===== src/rtl/tensor_core_result_writeback.sv =====
// Result writeback stage of the 3x3 tensor core: gathers nine row-major elements and
// writes them to the register file as lane pairs while collection is still under way.
module tensor_core_result_writeback #(
  parameter int DATA_WIDTH = 8,
  parameter int ADDR_WIDTH = 5
) (
  input  logic                         clock_in,
  input  logic                         reset_n_in,
  input  logic                         start_in,
  input  logic [ADDR_WIDTH-1:0]        base_address_in,
  input  logic                         element_valid_in,
  input  logic signed [DATA_WIDTH-1:0] element_in,
  output logic                         write_enable_out,
  input  logic                         write_ready_in,
  output logic [ADDR_WIDTH-1:0]        write_address_out [2],
  output logic [DATA_WIDTH-1:0]        write_data_out [2],
  output logic [1:0]                   write_lane_mask_out,
  output logic                         busy_out,
  output logic                         done_out,
  output logic                         error_out
);

  typedef enum logic [1:0] {ST_IDLE = 2'd0, ST_COLLECT = 2'd1, ST_DONE = 2'd2} state_t;

  state_t                state_r;
  logic [3:0]            count_r;
  logic [2:0]            pair_r;
  logic [ADDR_WIDTH-1:0] base_r;
  logic [DATA_WIDTH-1:0] buffer_r [9];
  logic                  write_enable_r, busy_r, done_r, error_r;
  logic [ADDR_WIDTH-1:0] address_r [2];
  logic [DATA_WIDTH-1:0] data_r [2];
  logic [1:0]            mask_r;

  logic                  capture_s, overflow_s, accept_s, hold_s, issue_s, last_pair_s;
  logic [3:0]            count_next_s, idx0_s, idx1_s;
  logic [2:0]            pair_next_s;
  logic [DATA_WIDTH-1:0] data0_s, data1_s;

  // Pairs 0..3 need both elements; the odd final pair only needs element 8.
  function automatic logic pair_issuable(input logic [2:0] pair, input logic [3:0] count);
    if (pair < 3'd4) begin
      return count >= ({pair, 1'b0} + 4'd2);
    end else if (pair == 3'd4) begin
      return count == 4'd9;
    end else begin
      return 1'b0;
    end
  endfunction

  assign capture_s    = (state_r == ST_COLLECT) && element_valid_in && (count_r < 4'd9);
  assign overflow_s   = (state_r == ST_COLLECT) && element_valid_in && (count_r == 4'd9);
  assign count_next_s = capture_s ? count_r + 4'd1 : count_r;
  assign accept_s     = write_enable_r && write_ready_in;
  assign hold_s       = write_enable_r && !write_ready_in;
  assign pair_next_s  = accept_s ? pair_r + 3'd1 : pair_r;
  assign issue_s      = (state_r == ST_COLLECT) && !hold_s && pair_issuable(pair_next_s, count_next_s);
  assign last_pair_s  = (pair_next_s == 3'd4);
  assign idx0_s       = {pair_next_s, 1'b0};
  assign idx1_s       = idx0_s + 4'd1;

  // Lane data for the next pair, bypassing the element being captured this cycle.
  always_comb begin
    data0_s = {DATA_WIDTH{1'b0}};
    data1_s = {DATA_WIDTH{1'b0}};
    if (capture_s && (idx0_s == count_r)) begin
      data0_s = element_in;
    end else if (idx0_s < 4'd9) begin
      data0_s = buffer_r[idx0_s];
    end else begin
      data0_s = {DATA_WIDTH{1'b0}};
    end
    if (last_pair_s) begin
      data1_s = {DATA_WIDTH{1'b0}};
    end else if (capture_s && (idx1_s == count_r)) begin
      data1_s = element_in;
    end else if (idx1_s < 4'd9) begin
      data1_s = buffer_r[idx1_s];
    end else begin
      data1_s = {DATA_WIDTH{1'b0}};
    end
  end

  // Control FSM, element buffer and registered write port.
  always_ff @(posedge clock_in) begin
    if (!reset_n_in) begin
      state_r              <= ST_IDLE;
      count_r              <= 4'd0;
      pair_r               <= 3'd0;
      base_r               <= {ADDR_WIDTH{1'b0}};
      write_enable_r       <= 1'b0;
      busy_r               <= 1'b0;
      done_r               <= 1'b0;
      error_r              <= 1'b0;
      address_r[0]         <= {ADDR_WIDTH{1'b0}};
      address_r[1]         <= {ADDR_WIDTH{1'b0}};
      data_r[0]            <= {DATA_WIDTH{1'b0}};
      data_r[1]            <= {DATA_WIDTH{1'b0}};
      mask_r               <= 2'b00;
    end else begin
      case (state_r)
        ST_IDLE: begin
          done_r         <= 1'b0;
          write_enable_r <= 1'b0;
          if (start_in) begin
            state_r <= ST_COLLECT;
            base_r  <= base_address_in;
            count_r <= 4'd0;
            pair_r  <= 3'd0;
            error_r <= 1'b0;
            busy_r  <= 1'b1;
          end else begin
            busy_r <= 1'b0;
            if (element_valid_in) begin
              error_r <= 1'b1;
            end
          end
        end
        ST_COLLECT: begin
          if (capture_s) begin
            buffer_r[count_r] <= element_in;
          end
          if (overflow_s) begin
            error_r <= 1'b1;
          end
          count_r <= count_next_s;
          pair_r  <= pair_next_s;
          // A stalled pair keeps its address, data and mask untouched.
          if (!hold_s) begin
            write_enable_r <= issue_s;
            if (issue_s) begin
              address_r[0] <= base_r + ADDR_WIDTH'(idx0_s);
              address_r[1] <= last_pair_s ? {ADDR_WIDTH{1'b0}} : base_r + ADDR_WIDTH'(idx1_s);
              data_r[0]    <= data0_s;
              data_r[1]    <= data1_s;
              mask_r       <= last_pair_s ? 2'b01 : 2'b11;
            end else begin
              address_r[0] <= {ADDR_WIDTH{1'b0}};
              address_r[1] <= {ADDR_WIDTH{1'b0}};
              data_r[0]    <= {DATA_WIDTH{1'b0}};
              data_r[1]    <= {DATA_WIDTH{1'b0}};
              mask_r       <= 2'b00;
            end
          end
          if (accept_s && (pair_r == 3'd4)) begin
            state_r        <= ST_DONE;
            done_r         <= 1'b1;
            busy_r         <= 1'b0;
            write_enable_r <= 1'b0;
          end
        end
        ST_DONE: begin
          state_r        <= ST_IDLE;
          done_r         <= 1'b0;
          busy_r         <= 1'b0;
          write_enable_r <= 1'b0;
        end
        default: begin
          state_r        <= ST_IDLE;
          done_r         <= 1'b0;
          busy_r         <= 1'b0;
          write_enable_r <= 1'b0;
        end
      endcase
    end
  end

  assign write_enable_out     = write_enable_r;
  assign write_address_out[0] = address_r[0];
  assign write_address_out[1] = address_r[1];
  assign write_data_out[0]    = data_r[0];
  assign write_data_out[1]    = data_r[1];
  assign write_lane_mask_out  = mask_r;
  assign busy_out             = busy_r;
  assign done_out             = done_r;
  assign error_out            = error_r;

endmodule


===== config.mk =====
export PLATFORM = sky130hd
export DESIGN_NAME = tensor_core_result_writeback
export DESIGN_NICKNAME = d
export VERILOG_FILES = /design/src/rtl/tensor_core_result_writeback.sv
export SDC_FILE = /design/constraint.sdc
export NUM_CORES = 1
export LEC_CHECK = 0
export BUFFER_PORTS_ARGS = -buffer_cell sky130_fd_sc_hd__buf_2
export CAP_MARGIN = 10
export CORE_AREA = 2 2 101 103
export DETAILED_ROUTE_END_ITERATION = 16
export DIE_AREA = 0 0 103 105
export PLACE_DENSITY = 0.74
export REMOVE_ABC_BUFFERS = 1
export SYNTH_ARGS = -nofsm -noshare
export SYNTH_HDL_FRONTEND = slang
export SYNTH_SLANG_ARGS = --single-unit

===== constraint.sdc =====
create_clock -name clock_in -period 3.25 [get_ports clock_in]
set_clock_uncertainty 0.2 [all_clocks]
set_input_delay 0 -clock clock_in [delete_from_list [all_inputs] [get_ports clock_in]]
set_output_delay 0 -clock clock_in [all_outputs]
set_load 0.005 [all_outputs]

==> results summary <==
The flow ran to the end, and the final reports show no timing, DRC or antenna violations. The sort of element at the end of the critical path is a flop. Summing all flip-flop and latch instances after layout gives 3340 um2. After clock tree synthesis, the setup repair step added 0 buffers. The layout has 655 filler cells.

Setup violations remaining at the end of the flow were counted as 0. The routed design has 10.8 mm of wire. The floorplan has 36 rows.

The kind of cell with the highest combined delay along the critical path is adder cells. The die outline height came out at 105 um. The worst slack after detailed placement came out at 0.201 ns.

The peak supply drop is 0.371 mV. Traced cell by cell, the critical path runs through inv_1 -> ha_1 -> and3_1 -> a21o_1 -> inv_2 -> ha_1 -> inv_1 -> maj3_1 -> nand3_1 -> a21boi_0. The number of resized instances in the post-cts repair step came out at 0. The combined area of the multi-input logic cells came out at 1760 um2.

Once placement completed, the tool counted placed cells totaling 542. The overall fraction of global-route tracks in use came out at 21.6%. The via count of the first global-routing pass came out at 3425. The proportion of synthesized flip-flops having asynchronous set or reset came out at 0%. The number of synthesized register bits is 118. The number of buffers on the longest clock path is 2. The number of remaining DRC errors is 0.

The transition time at the pin with the least slew margin is 0.884 ns. The layout-stage area growth over the synthesis result is 24.9%. The first-pass GRT wire length came out at 17.3 mm. The largest net degree at the start of global routing is 27. After detailed routing, the number of vias per cell comes to 5.57.

Across all hold checks on the routed design, the worst slack comes to 0.173 ns. The die is 103 um wide. The final weighted congestion in routability-driven placement is 0.834. The CTS H-tree depth is 4.

The number of top-level design ports came out at 50. The antenna diode count came out at 0. For this run, the top clock speed supported by timing is 326 MHz.

The standard cell core area came out at 9640 um2. By count the netlist is led by edfxtp_1 (98), dfxtp_1 (20), nand2_1 (20), a21oi_1 (17), mux4_2 (15). In this run the worst hold path is classified as in -> reg. The largest fanout on the critical path came out at 14. Measured against its own limit, the worst slew margin works out to 40.8%. The data arrival time of the critical path is 3.09 ns. Setup repair after global routing left no endpoint under its margin. The total of hold buffers inserted after clock tree synthesis is 29. The half-perimeter wire length of the detailed placement result is 6.72 mm. The number of violations reported at the end of detailed-routing iteration 0 is 225. The post-synthesis area per instance came out at 14.4 um2. The share of final-layout standard cells stronger than drive strength 1 came out at 24.9%. TritonCTS built the clock tree. The number of pins exceeding their max-slew limit in the final report came out at 0. The largest total area in the synthesized netlist belongs to edfxtp_1. The die covers 10800 um2. The root buffer cell chosen for the clock tree is clkbuf_8. The number of hold violations in the final report came out at 0. The total overflow left after global routing is 0.

The antenna violation net count after detailed routing came out at 0. The post-synth design cell area is 5260 um2. The clock period minus final worst setup slack is 3.06 ns.

The number of buffers inserted by port buffering came out at 49. Dividing the final minimum period by the clock period gives 94.3%. The total CTS buffers came out at 17. The initial standard-cell utilization of the core came out at 54.6%.

Summed over all failing endpoints, the final setup total negative slack is 0 ns. The max-cap violation count is 0. The number of non-filler instances in the completed layout came out at 602. The master of the slowest instance on the critical path is nand3_1. The worst path buffer plus inverter count came out at 3.

The number of antenna violations at the first check in global routing came out at 0. For this design the static power due to leakage is 0.00246 uW. On the worst path, the slowest cell contributes a delay of 0.42 ns. The register area share after synthesis came out at 63.5%. The clock network latency to the later pin of the worst-skew pair is 0.51 ns.

The total power density per cell area came out at 570 nW/um2. The clock-pin slew of the registers on the worst-case setup and hold paths came out at 0.06 ns. The final worst slack is 0.185 ns. CTS saw 118 sinks.

Yosys attributes the largest share of cell area to edfxtp_1 (56%), dfxtp_1 (7.6%), mux4_2 (6.4%), ha_1 (3.1%), mux2i_1 (2.5%). The startpoint-to-endpoint class of the critical path is reg -> reg. The first detailed-routing pass took 5 iterations. The number of vias in the routed layout came out at 3354. The most common flop cell mapped by yosys is edfxtp_1. The number of warnings printed during yosys synthesis is 0. The worst setup path is launched from a flop. The number of nets in the layout came out at 490. The leading cell type by number of instances after synthesis is edfxtp_1. The number of instances in the synthesized netlist is 365.

The routed wire length per instance came out at 17.9 um. STA puts the critical path data required time at 3.27 ns. The number of distinct library cells after synthesis came out at 50. The top cell type's share of synthesized area is 55.9%. In this run, synthesis inferred 98 flip-flops with an integrated enable.
[through the flow]
step	total power (uW)	cell area (um2)	util (%)
2_1_floorplan	1780	5160	-
3_3_place_gp	1850	5680	58.9
3_5_place_dp	1850	5680	58.9
4_1_cts	3760	6570	68.2
5_1_grt	3840	6570	68.2
6_report	3740	6570	68.2
[metal layers]
metal | GRT usage [%] | routed length [um]
met1 | 27.4 | 4590
met2 | 35.1 | 5420
met3 | 5.48 | 583
met4 | 8.83 | 166
met5 | 0 | 0
[layout by cell type, fill, tap and decap left out, types with 3 or more instances in the layout]
| cell type | instances |
|---|---|
| a211oi_1 | 9 |
| a21o_1 | 3 |
| a21oi_1 | 17 |
| a22o_1 | 7 |
| a22oi_1 | 9 |
| buf_2 | 49 |
| buf_4 | 14 |
| bufinv_16 | 4 |
| clkbuf_16 | 16 |
| clkinvlp_4 | 3 |
| dfxtp_1 | 20 |
| dlygate4sd3_1 | 29 |
| edfxtp_1 | 98 |
| ha_1 | 13 |
| inv_1 | 14 |
| inv_2 | 3 |
| mux2i_1 | 13 |
| mux4_2 | 15 |
| nand2_1 | 20 |
| nand2b_1 | 3 |
| nand3_1 | 10 |
| nand3b_1 | 8 |
| nor2_1 | 14 |
| nor2b_1 | 14 |
| nor3_1 | 10 |
| o21ai_0 | 3 |
| xnor2_1 | 7 |
| xor2_1 | 6 |
[worst register-to-register path, stage by stage, from the launching register on]
cell and delay [ns]:
dfxtp_1 0.35, inv_1 0.12, ha_1 0.29, and3_1 0.15, a21o_1 0.24, inv_2 0.09
ha_1 0.28, inv_1 0.04, maj3_1 0.38, nand3_1 0.42, a21boi_0 0.21
[layout make-up]
| class | instances | area share, % |
|---|---|---|
| Clock buffer | 19 | 6.42 |
| Inverter | 17 | 0.971 |
| Tap cell | 133 | 2.53 |
| Timing Repair Buffer | 92 | 9.75 |
| Sequential cell | 118 | 50.9 |
| Clock inverter | 12 | 2.70 |
| Multi-Input combinational cell | 211 | 26.8 |
[registers in the layout (all words and copies together) (netlist names)]
name,count
pair_r,3
state_r,2
base_r,5
busy_out,1
write_enable_out,1
error_out,1
write_lane_mask_out,2
done_out,1
data_r,16
count_r,4
address_r,10
buffer_r,72
[worst paths after layout]
| path | startpoint | endpoint | slack, ns | cells past startpoint |
|---|---|---|---|---|
| max | pair_r[0] | address_r[0][2] | 0.19 | 10 |
| min | element_in[5] | buffer_r[6][5] | 0.17 | 2 |
| max reg2reg | pair_r[0] | address_r[0][2] | 0.19 | 10 |
| min reg2reg | done_out | done_out | 0.25 | 2 |
[power breakdown]
| group | leakage [uW] | total (uW) | internal (uW) | switching, uW |
|---|---|---|---|---|
| clock | 0.000282 | 1890 | 1240 | 651 |
| combinational | 0.00109 | 172 | 80.0 | 91.9 |
| sequential | 0.00109 | 1680 | 1670 | 14.2 |
[cell families (layout without fill, tap and decap cells)]
| logic type | after synthesis | count (layout) | share of synthesized area, % |
|---|---|---|---|
| compound gates | 61 | 61 | 7.96 |
| xor+xnor | 14 | 14 | 2.69 |
| fa+ha+maj | 16 | 16 | 4.04 |
| simple gates | 92 | 92 | 9.82 |
| mux | 28 | 28 | 8.89 |
| buf+inv | 36 | 140 | 3.07 |
| flops | 118 | 118 | 63.5 |
Note: power is estimated with default switching activity, not from simulation.
